### config.mk
export PLATFORM = sky130hd
export DESIGN_NAME = registers
export DESIGN_NICKNAME = d
export VERILOG_FILES = /design/src/rtl/registers_pkg.sv /design/src/rtl/registers_reg_cell.sv /design/src/rtl/registers.sv
export SDC_FILE = /design/constraint.sdc
export NUM_CORES = 1
export LEC_CHECK = 0
export BUFFER_PORTS_ARGS = -buffer_cell sky130_fd_sc_hd__buf_2
export CAP_MARGIN = 20
export CORE_MARGIN = 3
export CORE_UTILIZATION = 55
export DETAILED_ROUTE_END_ITERATION = 10
export PLACE_DENSITY = 0.73
export SLEW_MARGIN = 20
export SYNTH_ARGS = -nofsm -noshare
export SYNTH_HDL_FRONTEND = slang
export SYNTH_SLANG_ARGS = --single-unit
export TNS_END_PERCENT = 20
### constraint.sdc
create_clock -name clk -period 3.43 [get_ports clk]
set_input_delay 0 -clock clk [delete_from_list [all_inputs] [get_ports clk]]
set_output_delay 0 -clock clk [all_outputs]
set_load 0.02 [all_outputs]
### src/rtl/registers_pkg.sv
// registers_pkg: shared datapath widths and word/select types
package registers_pkg;
  localparam int REG_WIDTH = 8;
  localparam int REG_SEL_WIDTH = 4;
  typedef logic [REG_WIDTH-1:0] reg_word_t;
  typedef logic [REG_SEL_WIDTH-1:0] reg_sel_t;
endpackage

### src/rtl/registers_reg_cell.sv
// registers_reg_cell: one W-bit register with synchronous reset and load enable
module registers_reg_cell #(
  parameter int W = 8
) (
  input  logic         clk,
  input  logic         rst,
  input  logic         i_ld,
  input  logic [W-1:0] i_d,
  output logic [W-1:0] o_q
);
  logic [W-1:0] r_q;
  always_ff @(posedge clk)
    if (rst) r_q <= '0;
    else if (i_ld) r_q <= i_d;
  assign o_q = r_q;
endmodule

### src/rtl/registers.sv
// registers: 2**N_b x b register file, two gated combinational reads, one clocked write
module registers
  import registers_pkg::*;
#(
  parameter int b   = REG_WIDTH,
  parameter int N_b = REG_SEL_WIDTH
) (
  input  logic           clk,
  input  logic           rst,
  output logic [b-1:0]   x,
  output logic [b-1:0]   y,
  input  logic [b-1:0]   z,
  input  logic           x_enb,
  input  logic           y_enb,
  input  logic           z_enb,
  input  logic [N_b-1:0] x_sel,
  input  logic [N_b-1:0] y_sel,
  input  logic [N_b-1:0] z_sel
);
  localparam int N = 2 ** N_b;
  logic [N-1:0] w_ld;
  logic [b-1:0] w_q [N];
  assign w_ld = {N{z_enb}} & (N'(1) << z_sel);
  for (genvar i = 0; i < N; i++) begin : g_cell
    registers_reg_cell #(.W(b)) u_cell (
      .clk  (clk),
      .rst  (rst),
      .i_ld (w_ld[i]),
      .i_d  (z),
      .o_q  (w_q[i])
    );
  end
  assign x = x_enb ? w_q[x_sel] : '0;
  assign y = y_enb ? w_q[y_sel] : '0;
endmodule

==> results.yml, run 1 <==
yosys:
  synth_ff_type: "dfxtp_1"
  yosysMostFrequentCell: "dfxtp_1"
  synth-async-reset-ratio: 0
  synth.area.mux_share: 0.3003
  synth_cell_types: 37
  synthAdderAreaFrac: 0
  ys_warn_count: 0
  synth_compound_area_frac: 0.1467
  synth_top_family_by_area: "multiplexers"
  synth.top_cells.by_count: "dfxtp_1 (128), nand2_1 (81), a21oi_1 (77)"
  synth_top_area_share: 0.3737
  synth_cells: 699
  postSynthAreaPerCell_um2: 9.811
  synth_xor_area_frac: 0
  ys_ff_latch: 128
  synth_area_leaders: "dfxtp_1 (37%), mux4_2 (15%), mux2i_1 (11%)"
  synthSimpleGateAreaFrac: 0.1241
  synth_enable_flop_cells: 0
  syn_nets: 724
  ys_seq_area_frac: 0.3737
  synth_top_cell_by_area: "dfxtp_1"
  netlist_area_um2: 6858
grt:
  track_usage: 0.2832
  grt_pass1_vias: 5853
  grt_max_degree: 94
  grt_pass1_wl_mm: 31.17
  antenna_found_initial: 0
  grt_overflow: 0
route:
  drt_iter0_markers: 658
  wl_per_cell_um: 21.84
  drc: 0
  route.final.wire_length_mm: 19.39
  vias_per_cell: 6.564
  vias: 5829
  detail-route-antenna-nets: 0
  drtPass1Iterations: 5
floorplanning:
  fp-row-count: 40
  fp.coreArea_um2: 12110
  die_y_um: 117.7
  dieWidth_um: 117.7
  start_util: 0.5662
  dieArea_um2: 13850
  io_pins: 41
critical_path:
  cp_max_fo: 27
  critPathKind: "input pin to primary output"
  crit_family: "compound AO/OA/AOI/OAI gates"
  path_common_cell: "buf_2"
  max_stage_delay_ns: 0.64
  critical_path_buf_inv_count: 2
  slowest_stage: "buf_2"
  crit_chain: "buf_2 > nand2_1 > a211oi_1 > o32ai_1 > a221o_1 > buf_2"
  r2r_setup_slack_ns: 2.70
  start_kind: "input pin"
  critPathArrivalTime_ns: 2.07
  crit_path_end_kind: "primary output"
  critical_path_required_ns: 3.43
finish:
  diodes: 0
  largest_reg_flops: 128
  final.fill_count: 996
  fin_cells: 888
  drive_gt1_frac: 0.1819
  syn_to_final_growth_pct: 12.17
  final_net_count: 732
timing:
  fmax_mhz: 482.1
  setup_viol: 0
  grt_setup_unrepaired: "no"
  fin_crit_sh: 0.6047
  period_minus_slack_ns: 2.074
  tightest_slew_ns: 0.9942
  max_slew_margin: 0.3372
  clock_skew_ns: 0
  fin_setup_tns_ns: 0
  timing.final.max_slew_violations: 0
  hold_viol: 0
clock_tree:
  cts_buffer_depth: 2
  ctsResizeCount: 0
  htree_levels: 4
  root_buffer: "clkbuf_16"
  clock_sink_count: 128
  cts_setup_buffers: 0
  cts_tree: "built"
  clock_latency_ns: 0.41
  numCtsBuffers: 17
  path_clk_slew_ns: 0.05
placed_design:
  dp_hpwl_mm: 12.56
  place_inst: 852
  place.port_buffers: 40
  place.gp.congestion: 0.9462
run_status:
  status: "finished clean"
job:
  max_cap_viol_count: 0
power_and_ir_drop:
  pwr_density_cell_nw_per_um2: 507.0
  leakage_nw: 2.999
  ir_drop_v: 0.0003406
  power_mw: 3.900
worst_hold_path:
  hold_class: "input pin to flop"
[worst min-delay path: stages]
cell	delay, ns
buf_2	0.21
nand2_1	0.09
a21oi_1	0.05
[cell type report]
type,instances,area (um^2),share of cell area
well taps,168,210.2,0.02733
multi-input cells,505,3916,0.5091
flip-flops and latches,128,2562,0.3331
clock inverters,13,232.7,0.03025
clock buffers,19,452.9,0.05888
inverters,2,7.507,0.0009759
repair buffers,53,310.3,0.04034
[through the flow]
step	cell area [um^2]	hold slack, ns	setup WS, ns	util
after detailed placement	6967	0.3978	1.370	0.5752
after CTS	7692	0.00002504	1.358	0.6351
final	7692	0.002095	1.356	0.6351
after global placement	6967	0.3904	1.395	0.5752
after global routing	7692	0.02464	1.204	0.6351
after floorplan	6858	0.1439	2.085	-
[cell usage in the layout, fill, tap and decap left out, types with 9 or more instances in the layout]
master     netlist  routed
dfxtp_1        128     128
nand2_1         81      81
a21oi_1         77      77
mux2i_1         76      76
o21ai_0         68      68
nor2_1          65      65
mux4_2          46      46
buf_2           15      39
clkbuf_16        0      17
nand3_1         11      11
mux4_1          10      10
buf_4            4      10
nor2b_1          9       9
[metal layers]
layer / GRT usage / part of all wire / vias to the layer above
met1: 0.3762 / 0.40 / 2862
li1: - / - / 2594
met3: 0.06247 / 0.088 / 51
met4: 0.1128 / 0.027 / 0
met5: 0 / 0 / -
met2: 0.4531 / 0.49 / 322
[where the power goes]
part           internal (mW)  switching, mW  leakage, nW
combinational          0.104          0.202         1.64
clock                   1.40          0.670        0.322
sequential              1.51         0.0148         1.03
[cell families (layout without fill, tap and decap cells)]
group           Yosys count  in the layout
buf+inv                  66             87
flops                   128            128
compound gates          180            180
mux                     132            132
simple gates            193            193
[worst paths after layout]
kind                            from                       end  depth (start not counted)
max                         x_sel[2]                      x[6]                          6
min                             z[2]  g_cell[14].u_cell.o_q[2]                          3
max reg2reg  g_cell[5].u_cell.o_q[5]   g_cell[5].u_cell.o_q[5]                          2
min reg2reg  g_cell[0].u_cell.o_q[1]   g_cell[0].u_cell.o_q[1]                          2
[timing repair]
item | CTS | global route
endpoints found under the hold margin | 32 | 0
setup endpoints to repair | 0 | 0
hold buffers | 4 | 0
Power figures use the tool's default switching activity.
==> inputs of run 2 (changes only) <==
ABC_AREA = 1   (was default)
clock period = 2.1 ns   (was 3.43 ns; I/O delays follow)
==> run 2 against run 1 <==
  * Synthesized area grew 16%
  * Clock-buffer cell count grew 3
  * Utilization shrank 2.0 points
  * Sequential share of layout area shrank 3.5 points
  * First-iteration DRC count grew 41%
  * Critical path depth grew 1
  * Design area grew 12%
  * Clock skew is the same
  * Hold slack gained 0.045 ns
  * Sequential cell count is the same
  * Power grew 67%
==> results.yml, run 2 <==
run_status:
  status: "finished clean"
grt:
  grt_pass1_vias: 7087
  met2_usage: 0.4626
  grt_pass1_wl_mm: 38.18
  grt.met3_usage: 0.06234
  track_usage: 0.3035
  busiest_layer: "met2"
  grt_overflow: 0
  antenna_found_initial: 0
  grtUsageMet1: 0.3926
  grt_max_degree: 65
critical_path:
  cp_max_fo: 3
  start_kind: "flop"
  critical_path_required_ns: 2.10
  critPathKind: "flop to primary output"
  rr_startpoint: "g_cell[9].u_cell.o_q[5]"
  r2r_setup_slack_ns: 1.36
  crit_path_end_kind: "primary output"
  crit_path_end: "y[7]"
  r2r-end: "g_cell[9].u_cell.o_q[5]"
  r2r_cells: 2
  critPathArrivalTime_ns: 1.71
  setup.worst_path.start: "g_cell[5].u_cell.o_q[7]"
clock_tree:
  root_buffer: "clkbuf_16"
  cts_hold_buf: 0
  ctsResizeCount: 0
  numCtsBuffers: 17
  clock_latency_ns: 0.42
  htree_levels: 4
  cts_buffer_depth: 2
  cts_setup_buffers: 0
  clock_sink_count: 128
  cts_tree: "built"
  path_clk_slew_ns: 0.06
yosys:
  syn_nets: 1176
  synth_top_area_share: 0.3225
  synth.top_cells.by_count: "nand2_1 (256), nand3_1 (230), inv_1 (137)"
  ys_warn_count: 0
  synth_ff_type: "dfxtp_1"
  synth_cells: 1151
  ys_ff_latch: 128
  synth-async-reset-ratio: 0
  ys_seq_area_frac: 0.3225
  synth_cell_types: 19
  postSynthAreaPerCell_um2: 6.903
  netlist_area_um2: 7945
  synth_area_leaders: "dfxtp_1 (32%), nand3_1 (14%), nand2_1 (12%)"
  synth_enable_flop_cells: 0
  yosysMostFrequentCell: "nand2_1"
  synth_top_cell_by_area: "dfxtp_1"
floorplanning:
  start_util: 0.5680
  dieWidth_um: 126.2
  fp-row-count: 43
  die_y_um: 126.2
  fp.coreArea_um2: 13990
  io_pins: 41
  dieArea_um2: 15920
route:
  drt_iter0_markers: 930
  wl_per_cell_um: 18.32
  detail-route-antenna-nets: 0
  drc: 0
  vias: 7787
  drtPass1Iterations: 6
  vias_per_cell: 5.895
  route.final.wire_length_mm: 24.20
timing:
  max_slew_margin: 0.5287
  hold_viol: 0
  fin_setup_tns_ns: 0
  timing.final.max_slew_violations: 0
  fin_crit_sh: 0.8152
  fmax_mhz: 584.2
  clock_skew_ns: 0
  setup_viol: 0
  grt_setup_unrepaired: "no"
  period_minus_slack_ns: 1.712
  tightest_slew_ns: 0.7069
job:
  max_cap_viol_count: 0
power_and_ir_drop:
  ir_drop_v: 0.0006323
  pwr_density_cell_nw_per_um2: 758.2
  leakage_nw: 3.746
placed_design:
  place_inst: 1289
  place.gp.congestion: 0.9531
  dp_hpwl_mm: 15.04
  place.port_buffers: 40
worst_hold_path:
  hold_class: "input pin to flop"
finish:
  final.fill_count: 1290
  final_common_cell: "nand2_1"
  drive_gt1_frac: 0.1621
  final_net_count: 1153
  largest_reg_flops: 128
  fin_cells: 1321
  syn_to_final_growth_pct: 8.362
  diodes: 0
  final_cell_mix: "nand2_1 (256), nand3_1 (230), inv_1 (137)"
run 2: how the worst min path moves through the flow:
stage               startpoint                        to  cells after the start
finish                    z[1]   g_cell[9].u_cell.o_q[1]                      3
global route              z[1]  g_cell[10].u_cell.o_q[1]                      3
CTS                       z[1]  g_cell[11].u_cell.o_q[1]                      3
detailed placement    y_sel[3]                      y[5]                      4
global placement          z[1]   g_cell[9].u_cell.o_q[1]                      3
floorplan                x_enb                      x[0]                      2
run 2: per-stage QoR:
| stage | setup slack [ns] | instance area, um^2 | hold WS (ns) | power, mW | util |
|---|---|---|---|---|---|
| after global placement | 0.6925 | 7993 | 0.4662 | 3.448 | 0.5714 |
| after global routing | 0.3132 | 8610 | 0.04962 | 6.728 | 0.6155 |
| after CTS | 0.4148 | 8610 | 0.02172 | 6.516 | 0.6155 |
| after floorplan | 1.074 | 7945 | 0.2662 | 3.221 | - |
| final | 0.3881 | 8610 | 0.04753 | 6.528 | 0.6155 |
| after detailed placement | 0.6632 | 7993 | 0.4674 | 3.463 | 0.5714 |
run 2: area by class of cell:
cell class / count / area [um^2] / area share
Timing Repair Buffer: 55 / 365.4 / 0.04244
Sequential cell: 128 / 2562 / 0.2976
Tap cell: 180 / 225.2 / 0.02616
Clock inverter: 10 / 132.6 / 0.01540
Clock buffer: 22 / 484.2 / 0.05624
Inverter: 149 / 569.3 / 0.06612
Multi-Input combinational cell: 777 / 4270 / 0.4960
run 2: cell families (layout without fill, tap and decap cells):
| group | Yosys count | in the layout | synth area share |
|---|---|---|---|
| AND/OR/NAND/NOR | 633 | 633 | 0.3598 |
| buffers and inverters | 246 | 236 | 0.1400 |
| AO/OA/AOI/OAI | 144 | 144 | 0.1776 |
| flip-flops | 128 | 128 | 0.3225 |
run 2: worst max-delay path, stage by stage, from the launching register on:
cell and delay (ns):
dfxtp_1 0.31, inv_1 0.08, nand2_1 0.08, nand3_1 0.09, nand3_1 0.10, nand3_1 0.12, a21oi_1 0.28, buf_2 0.22
run 2: layer usage:
metal | routed length [um] | up-vias | part of all wire
li1 | - | 3718 | -
met1 | 9933 | 3517 | 0.41
met2 | 10760 | 456 | 0.44
met3 | 2057 | 96 | 0.085
met4 | 1450 | 0 | 0.060
met5 | 0 | - | 0
run 2: where the power goes:
group / switching (mW) / leakage [nW] / internal, mW / total, mW
Clock: 1.11 / 0.298 / 1.98 / 3.09
Sequential: 0.0130 / 1.04 / 2.48 / 2.50
Combinational: 0.669 / 2.41 / 0.271 / 0.940
